## src/rtl/insn_fetch_unit_pkg.sv

```systemverilog
// ============================================================================
//  Module   : insn_fetch_unit_pkg
//  Brief    : Shared types and constants for the instruction-fetch stage.
//  Revision : 1.0
// ============================================================================
`default_nettype none

package insn_fetch_unit_pkg;

   localparam int c_INSN_ADDR_WIDTH = 32;
   localparam int c_INSN_WIDTH      = 32;
   localparam int c_DEFAULT_PC_STEP = 4;

   typedef logic [c_INSN_ADDR_WIDTH-1:0] insn_addr_t;
   typedef logic [c_INSN_WIDTH-1:0]      insn_t;

   typedef enum logic [1:0] {
      FETCH_RESET = 2'd0,
      FETCH       = 2'd1,
      HOLD        = 2'd2,
      DROP        = 2'd3
   } fetch_state_t;

   // Redirect targets are word aligned; the low two address bits are ignored.
   function automatic insn_addr_t align_target(input insn_addr_t t);
      return t & ~insn_addr_t'(2'b11);
   endfunction

endpackage

`default_nettype wire

```

## src/rtl/insn_fetch_unit_if.sv

```systemverilog
// ============================================================================
//  Module   : insn_fetch_unit_if
//  Brief    : Instruction-memory req/ack bus between the fetch stage and imem.
//  Revision : 1.0
// ============================================================================
`default_nettype none

interface insn_fetch_unit_if;
   import insn_fetch_unit_pkg::*;

   logic       imemReq;
   insn_addr_t imemAddr;
   logic       imemAck;
   insn_t      imemData;

   modport master (
      output imemReq,
      output imemAddr,
      input  imemAck,
      input  imemData
   );

   modport slave (
      input  imemReq,
      input  imemAddr,
      output imemAck,
      output imemData
   );

endinterface

`default_nettype wire

```

## src/rtl/insn_fetch_unit_hold_buf.sv

```systemverilog
// ============================================================================
//  Module   : fetch_hold_buf
//  Brief    : One-entry {pc, insn} holding register with load and clear.
//  Revision : 1.0
// ============================================================================
`default_nettype none

module fetch_hold_buf
   import insn_fetch_unit_pkg::*;
(
   input  wire logic       clk,
   input  wire logic       rst,
   input  wire logic       i_load,
   input  wire logic       i_clear,
   input  wire insn_addr_t i_pc,
   input  wire insn_t      i_insn,
   output insn_addr_t      o_pc,
   output insn_t           o_insn
);

   insn_addr_t r_pc;
   insn_t      r_insn;

   always_ff @(posedge clk) begin
      if (rst || i_clear) begin
         r_pc   <= '0;
         r_insn <= '0;
      end else if (i_load) begin
         r_pc   <= i_pc;
         r_insn <= i_insn;
      end
   end

   assign o_pc   = r_pc;
   assign o_insn = r_insn;

endmodule

`default_nettype wire

```

## src/rtl/insn_fetch_unit.sv

```systemverilog
// ============================================================================
//  Module   : insn_fetch_unit
//  Brief    : IF stage: owns the PC, fetches over req/ack, honours stall/flush.
//  Revision : 1.0
// ============================================================================
`default_nettype none

module insn_fetch_unit
   import insn_fetch_unit_pkg::*;
#(
   parameter insn_addr_t RESET_PC = '0,
   parameter insn_addr_t PC_STEP  = insn_addr_t'(c_DEFAULT_PC_STEP)
)(
   input  wire logic              clk,
   input  wire logic              rst,
   input  wire logic              dHazard,
   input  wire logic              cHazard,
   input  wire insn_addr_t        brTarget,
   insn_fetch_unit_if.master      imem,
   output insn_addr_t             PCAddrOut,
   output insn_t                  InsnOut
);

   fetch_state_t r_state, w_state_nxt;
   insn_addr_t   r_pc, w_pc_nxt;
   insn_addr_t   r_drop_addr, w_drop_addr_nxt;

   logic         w_hold_load, w_hold_clear;
   insn_addr_t   w_hold_pc;
   insn_t        w_hold_insn;
   insn_addr_t   w_target;

   logic         w_req;
   insn_addr_t   w_addr;
   insn_addr_t   w_pc_out;
   insn_t        w_insn_out;

   assign w_target = align_target(brTarget);

   fetch_hold_buf u_hold (
      .clk     (clk),
      .rst     (rst),
      .i_load  (w_hold_load),
      .i_clear (w_hold_clear),
      .i_pc    (r_pc),
      .i_insn  (imem.imemData),
      .o_pc    (w_hold_pc),
      .o_insn  (w_hold_insn)
   );

   always_ff @(posedge clk) begin
      if (rst) begin
         r_state     <= FETCH_RESET;
         r_pc        <= RESET_PC;
         r_drop_addr <= '0;
      end else begin
         r_state     <= w_state_nxt;
         r_pc        <= w_pc_nxt;
         r_drop_addr <= w_drop_addr_nxt;
      end
   end

   always_comb begin
      w_state_nxt     = r_state;
      w_pc_nxt        = r_pc;
      w_drop_addr_nxt = r_drop_addr;
      w_hold_load     = 1'b0;
      w_hold_clear    = 1'b0;
      w_req           = 1'b0;
      w_addr          = r_pc;
      w_pc_out        = '0;
      w_insn_out      = '0;

      case (r_state)
         FETCH_RESET: begin
            w_state_nxt = FETCH;
         end
         FETCH: begin
            w_req = 1'b1;
            if (imem.imemAck) begin
               w_pc_out   = r_pc;
               w_insn_out = imem.imemData;
            end
            if (cHazard) begin
               w_pc_nxt = w_target;
               // An unacked request cannot be withdrawn; finish it in DROP.
               if (!imem.imemAck) begin
                  w_state_nxt     = DROP;
                  w_drop_addr_nxt = r_pc;
               end
            end else if (imem.imemAck) begin
               if (dHazard) begin
                  w_hold_load = 1'b1;
                  w_state_nxt = HOLD;
               end else begin
                  w_pc_nxt = r_pc + PC_STEP;
               end
            end
         end
         HOLD: begin
            w_pc_out   = w_hold_pc;
            w_insn_out = w_hold_insn;
            if (cHazard) begin
               w_hold_clear = 1'b1;
               w_pc_nxt     = w_target;
               w_state_nxt  = FETCH;
            end else if (!dHazard) begin
               w_hold_clear = 1'b1;
               w_pc_nxt     = r_pc + PC_STEP;
               w_state_nxt  = FETCH;
            end
         end
         DROP: begin
            w_req  = 1'b1;
            w_addr = r_drop_addr;
            if (cHazard) begin
               w_pc_nxt = w_target;
            end
            if (imem.imemAck) begin
               w_state_nxt = FETCH;
            end
         end
         default: begin
            w_state_nxt = FETCH_RESET;
         end
      endcase

      // Reset forces a bubble and no request regardless of the current state.
      if (rst) begin
         w_req      = 1'b0;
         w_pc_out   = '0;
         w_insn_out = '0;
      end
   end

   assign imem.imemReq  = w_req;
   assign imem.imemAddr = w_addr;
   assign PCAddrOut     = w_pc_out;
   assign InsnOut       = w_insn_out;

endmodule

`default_nettype wire

```

## src/flat_wrapper.sv

```systemverilog
// flat-port wrapper written by rule: the top's interface ports become plain ports
module insn_fetch_unit_flat import insn_fetch_unit_pkg::*;
#(
   parameter insn_addr_t RESET_PC = '0,
   parameter insn_addr_t PC_STEP  = insn_addr_t'(c_DEFAULT_PC_STEP)
)
  (clk, rst, dHazard, cHazard, brTarget, PCAddrOut, InsnOut, imem_imemReq, imem_imemAddr, imem_imemAck, imem_imemData);
  insn_fetch_unit_if imem_i ();
  input  wire logic clk;
  input  wire logic rst;
  input  wire logic dHazard;
  input  wire logic cHazard;
  input  wire insn_addr_t brTarget;
  output insn_addr_t PCAddrOut;
  output insn_t InsnOut;
  output wire logic [$bits(imem_i.imemReq)-1:0] imem_imemReq;
  output wire logic [$bits(imem_i.imemAddr)-1:0] imem_imemAddr;
  input wire logic [$bits(imem_i.imemAck)-1:0] imem_imemAck;
  input wire logic [$bits(imem_i.imemData)-1:0] imem_imemData;
  assign imem_imemReq = imem_i.imemReq;
  assign imem_imemAddr = imem_i.imemAddr;
  assign imem_i.imemAck = imem_imemAck;
  assign imem_i.imemData = imem_imemData;
  insn_fetch_unit #(.RESET_PC(RESET_PC), .PC_STEP(PC_STEP)) u_core (.clk(clk), .rst(rst), .dHazard(dHazard), .cHazard(cHazard), .brTarget(brTarget), .imem(imem_i), .PCAddrOut(PCAddrOut), .InsnOut(InsnOut));
endmodule
```

## config.mk

```make
export PLATFORM = sky130hd
export DESIGN_NAME = insn_fetch_unit_flat
export DESIGN_NICKNAME = d
export VERILOG_FILES = /design/src/rtl/insn_fetch_unit_pkg.sv /design/src/rtl/insn_fetch_unit_if.sv /design/src/rtl/insn_fetch_unit_hold_buf.sv /design/src/rtl/insn_fetch_unit.sv /design/src/flat_wrapper.sv
export SDC_FILE = /design/constraint.sdc
export NUM_CORES = 1
export LEC_CHECK = 0
export ABC_AREA = 1
export BUFFER_PORTS_ARGS = -buffer_cell sky130_fd_sc_hd__buf_2
export CAP_MARGIN = 10
export CORE_ASPECT_RATIO = 1.5
export CORE_UTILIZATION = 45
export CTS_CLUSTER_DIAMETER = 200
export DETAILED_ROUTE_END_ITERATION = 8
export GPL_ROUTABILITY_DRIVEN = 0
export GPL_TIMING_DRIVEN = 0
export PLACE_DENSITY = 0.74
export SLEW_MARGIN = 20
export SYNTH_ARGS = -nofsm -noshare
export SYNTH_HDL_FRONTEND = slang
export SYNTH_SLANG_ARGS = --single-unit
```

## constraint.sdc

```tcl
create_clock -name clk -period 4.33 [get_ports clk]
set_clock_uncertainty 0.1 [all_clocks]
set_input_delay 0.2165 -clock clk [delete_from_list [all_inputs] [get_ports clk]]
set_output_delay 0.2165 -clock clk [all_outputs]
set_load 0.05 [all_outputs]
```

==> out/metrics.yaml <==
yosys:
  synthAdderAreaFrac_pct: 0.935
  ys_types: 30
  synth_compound_area_share_pct: 22.5
  synth_xor_area_share_pct: 0.916
  ys_seq_elements: 124
  ys_warn_count: 0
  avgSynthCellArea_um2: 6.31
  synth-seq-area-share_pct: 37.1
  synth-simple-area-share_pct: 30.5
  synth_top_flop_cell: "dfxtp_1"
  synthMuxAreaShare_pct: 0
  synthCells: 1060
  synth_top_family_by_area: "simple AND/OR/NAND/NOR gates"
  syn-cell-area_mm2: 0.00669
  synth_edf_count: 0
  synthArstFlopShare_pct: 0
clock_tree:
  root_buffer: "clkbuf_16"
  tritoncts: "built"
  clock_path_buffers: 2
  cts_made_buffers: 17
  clk_pin_slew_ns: 0.06
  cts.htree.levels: 4
  clk_latency_ns: 0.42
  post_cts_resize_count: 0
  postCtsSetupBuffers: 0
  cts_sinks: 124
sta:
  setup_viol: 0
  maxSlewViolCount: 0
  period_share_pct: 66.5
  worst_slew_pin_slew_ns: 0.637
  max_freq_mhz: 347
  relSlewSlack_pct: 57.6
  final_hold_viol_count: 0
  rsz0062_at_grt: "false"
  fin_setup_tns_ns: 0
  period_needed_ns: 2.88
worst_setup_path:
  end_kind: "output port"
  startpoint_type: "flop"
  crit_arrival_ns: 2.57
  crit_path_max_fanout: 10
  crit_type: "flop to output port"
  path_cells: "inv_1 > ha_1 > clkbuf_1 > clkbuf_1 > nand2_1 > a21oi_1 > buf_2"
  path_delay_family: "buffers and inverters"
  cp_data_required_time_ns: 4.01
  cp.buffers_inverters: 4
  cp_slowest_cell: "clkbuf_1"
  cp_common_cell: "clkbuf_1"
  crit_path_max_incr_delay_ns: 0.46
power:
  fin_total_pwr_w: 0.00389
  leakage_nw: 3.53
  pwr_density_cell_mw_per_mm2: 442
  internal-power_w: 0.00247
  clkPwrFrac_pct: 38.4
  combPwrFrac_pct: 27.3
  power.share.switching_pct: 36.6
  p_switching_w: 0.00142
  ir_drop_mv: 0.257
  seqPwrFrac_pct: 34.3
routing:
  drt-vias-per-instance: 5.31
  drt-total-wl_um: 23300
  wl_per_cell_um: 15.6
  drt_first_pass_iters: 5
  drt_iter0_markers: 510
  route.vias.total: 7933
  ant_nets: 0
  drc: 0
place:
  io_buffers: 159
  dpl.hpwl_um: 16800
global_routing:
  grt_pass1_vias: 7180
  overflow: 0
  antenna_found_initial: 0
  track_usage_pct: 29.8
  grt_pass1_wl_um: 35100
  grt_max_degree: 17
outcome:
  status: "finished clean"
floorplanning:
  start_util_pct: 46.1
  die_h_um: 151
  ios: 166
  coreArea_mm2: 0.0145
  dieArea_mm2: 0.0154
  rows: 54
  die_width_um: 102
final_layout:
  nFillCells: 1383
  num-nets-final: 1359
  area_growth_pct: 31.4
  drive_gt1_share_pct: 18.9
  n_antenna_cell: 0
run:
  drv_cap: 0
min_path:
  min_path_type: "primary input to flop"
[cell usage after synthesis, types with 2 or more instances]
| master | count | area share [%] |
|---|---|---|
| a31oi_1 | 2 | 0.19 |
| nor2_2 | 5 | 0.47 |
| nor2_4 | 4 | 0.67 |
| buf_2 | 24 | 1.8 |
| xor2_1 | 7 | 0.92 |
| a211oi_1 | 26 | 2.9 |
| nand3_1 | 19 | 1.4 |
| clkbuf_1 | 38 | 2.1 |
| a21oi_1 | 173 | 13 |
| buf_4 | 11 | 1.2 |
| nor2_1 | 102 | 5.7 |
| nand2_1 | 370 | 21 |
| ha_1 | 5 | 0.94 |
| inv_2 | 4 | 0.22 |
| o21ai_1 | 23 | 1.7 |
| o21ai_0 | 60 | 4.5 |
| clkinv_1 | 3 | 0.17 |
| buf_1 | 3 | 0.17 |
| dfxtp_1 | 124 | 37 |
| nand2_2 | 4 | 0.37 |
| inv_1 | 40 | 2.2 |
| or2_2 | 2 | 0.19 |
| nand4_1 | 4 | 0.37 |
[through the flow]
stage / setup slack (ns) / cell area, um^2 / std cells / hold WS, ns / utilization, %
floorplan: 2.05 / 6700 / 1063 / 0.195 / -
global placement: 1.96 / 7740 / 1418 / 0.346 / 53.3
detailed placement: 1.94 / 7740 / 1418 / 0.350 / 53.3
CTS: 1.49 / 8790 / 1494 / 0.00214 / 60.5
global route: 1.23 / 8790 / 1494 / 0.0257 / 60.5
finish: 1.45 / 8790 / 1494 / 0.00201 / 60.5
[layout make-up]
cell class                      count  area (um^2)  share of cell area, %
Inverter                           47          176                   2.01
Tap cell                          196          245                   2.79
Sequential cell                   124         2480                   28.2
Multi-Input combinational cell    815         3680                   41.9
Clock inverter                     12          171                   1.95
Timing Repair Buffer              203         1240                   14.1
Buffer                             77          362                   4.11
Clock buffer                       20          437                   4.97
[worst register-to-register path: stages, from the launching register on]
cell and delay (ns):
dfxtp_1 0.34, inv_1 0.09, ha_1 0.14, clkbuf_1 0.46
nand2_1 0.11, nand2_1 0.32, clkbuf_1 0.49, a211oi_1 0.12
[power groups by stage]
stage,combinational (W),clock (W),sequential (W)
detailed placement,0.00102,0,0.00135
global placement,0.00101,0,0.00135
CTS,0.00105,0.00150,0.00133
finish,0.00106,0.00149,0.00133
floorplan,0.000730,0,0.00132
global route,0.00115,0.00155,0.00134
[final timing paths]
kind | startpoint | end | slack [ns] | cells past startpoint
setup / recovery | u_core.r_state[0] | PCAddrOut[19] | 1.45 | 7
hold / removal | brTarget[13] | u_core.r_pc[13] | 0.002 | 3
setup reg to reg | u_core.r_state[0] | u_core.u_hold.o_pc[20] | 2.02 | 7
hold reg to reg | u_core.u_hold.o_insn[9] | u_core.u_hold.o_insn[9] | 0.36 | 2
[what timing repair did]
action | 4_1_cts | 5_1_grt
hold buffers | 44 | 0
hold endpoints to repair | 45 | 0
setup endpoints to repair | 0 | 0
[cell families after synthesis]
| logic type | after synthesis |
|---|---|
| AO/OA/AOI/OAI | 286 |
| XOR/XNOR | 7 |
| adder cells (fa/ha/maj) | 5 |
| buffers and inverters | 124 |
| flip-flops | 124 |
| other | 1 |
| AND/OR/NAND/NOR | 513 |
[metal layers]
layer / vias to the layer above / part of all wire, % / routed length [um] / GRT usage, %
li1: 3898 / - / - / -
met1: 3634 / 39 / 9000 / 32.4
met2: 341 / 51 / 11800 / 54.4
met3: 60 / 6.8 / 1590 / 5.03
met4: 0 / 3.7 / 853 / 15.6
met5: - / 0 / 0 / 0
[sequential cells by signal, summed over array words and instances (netlist names)]
name                  flops
u_core.u_hold.o_pc       30
u_core.r_drop_addr       30
u_core.r_state            2
u_core.r_pc              30
u_core.u_hold.o_insn     32
[cells in the final DEF (no fill, tap or decap), types with 7 or more instances in the layout]
cell / Yosys / final
a211oi_1: 26 / 26
clkbuf_1: 38 / 41
nor2_1: 102 / 102
buf_2: 24 / 183
a21oi_1: 173 / 173
o21ai_0: 60 / 60
clkbuf_16: 0 / 17
buf_4: 11 / 11
dfxtp_1: 124 / 124
nand2_1: 370 / 370
o21ai_1: 23 / 23
xor2_1: 7 / 7
dlygate4sd3_1: 0 / 44
inv_1: 40 / 40
nand3_1: 19 / 19
Power figures use the tool's default switching activity.
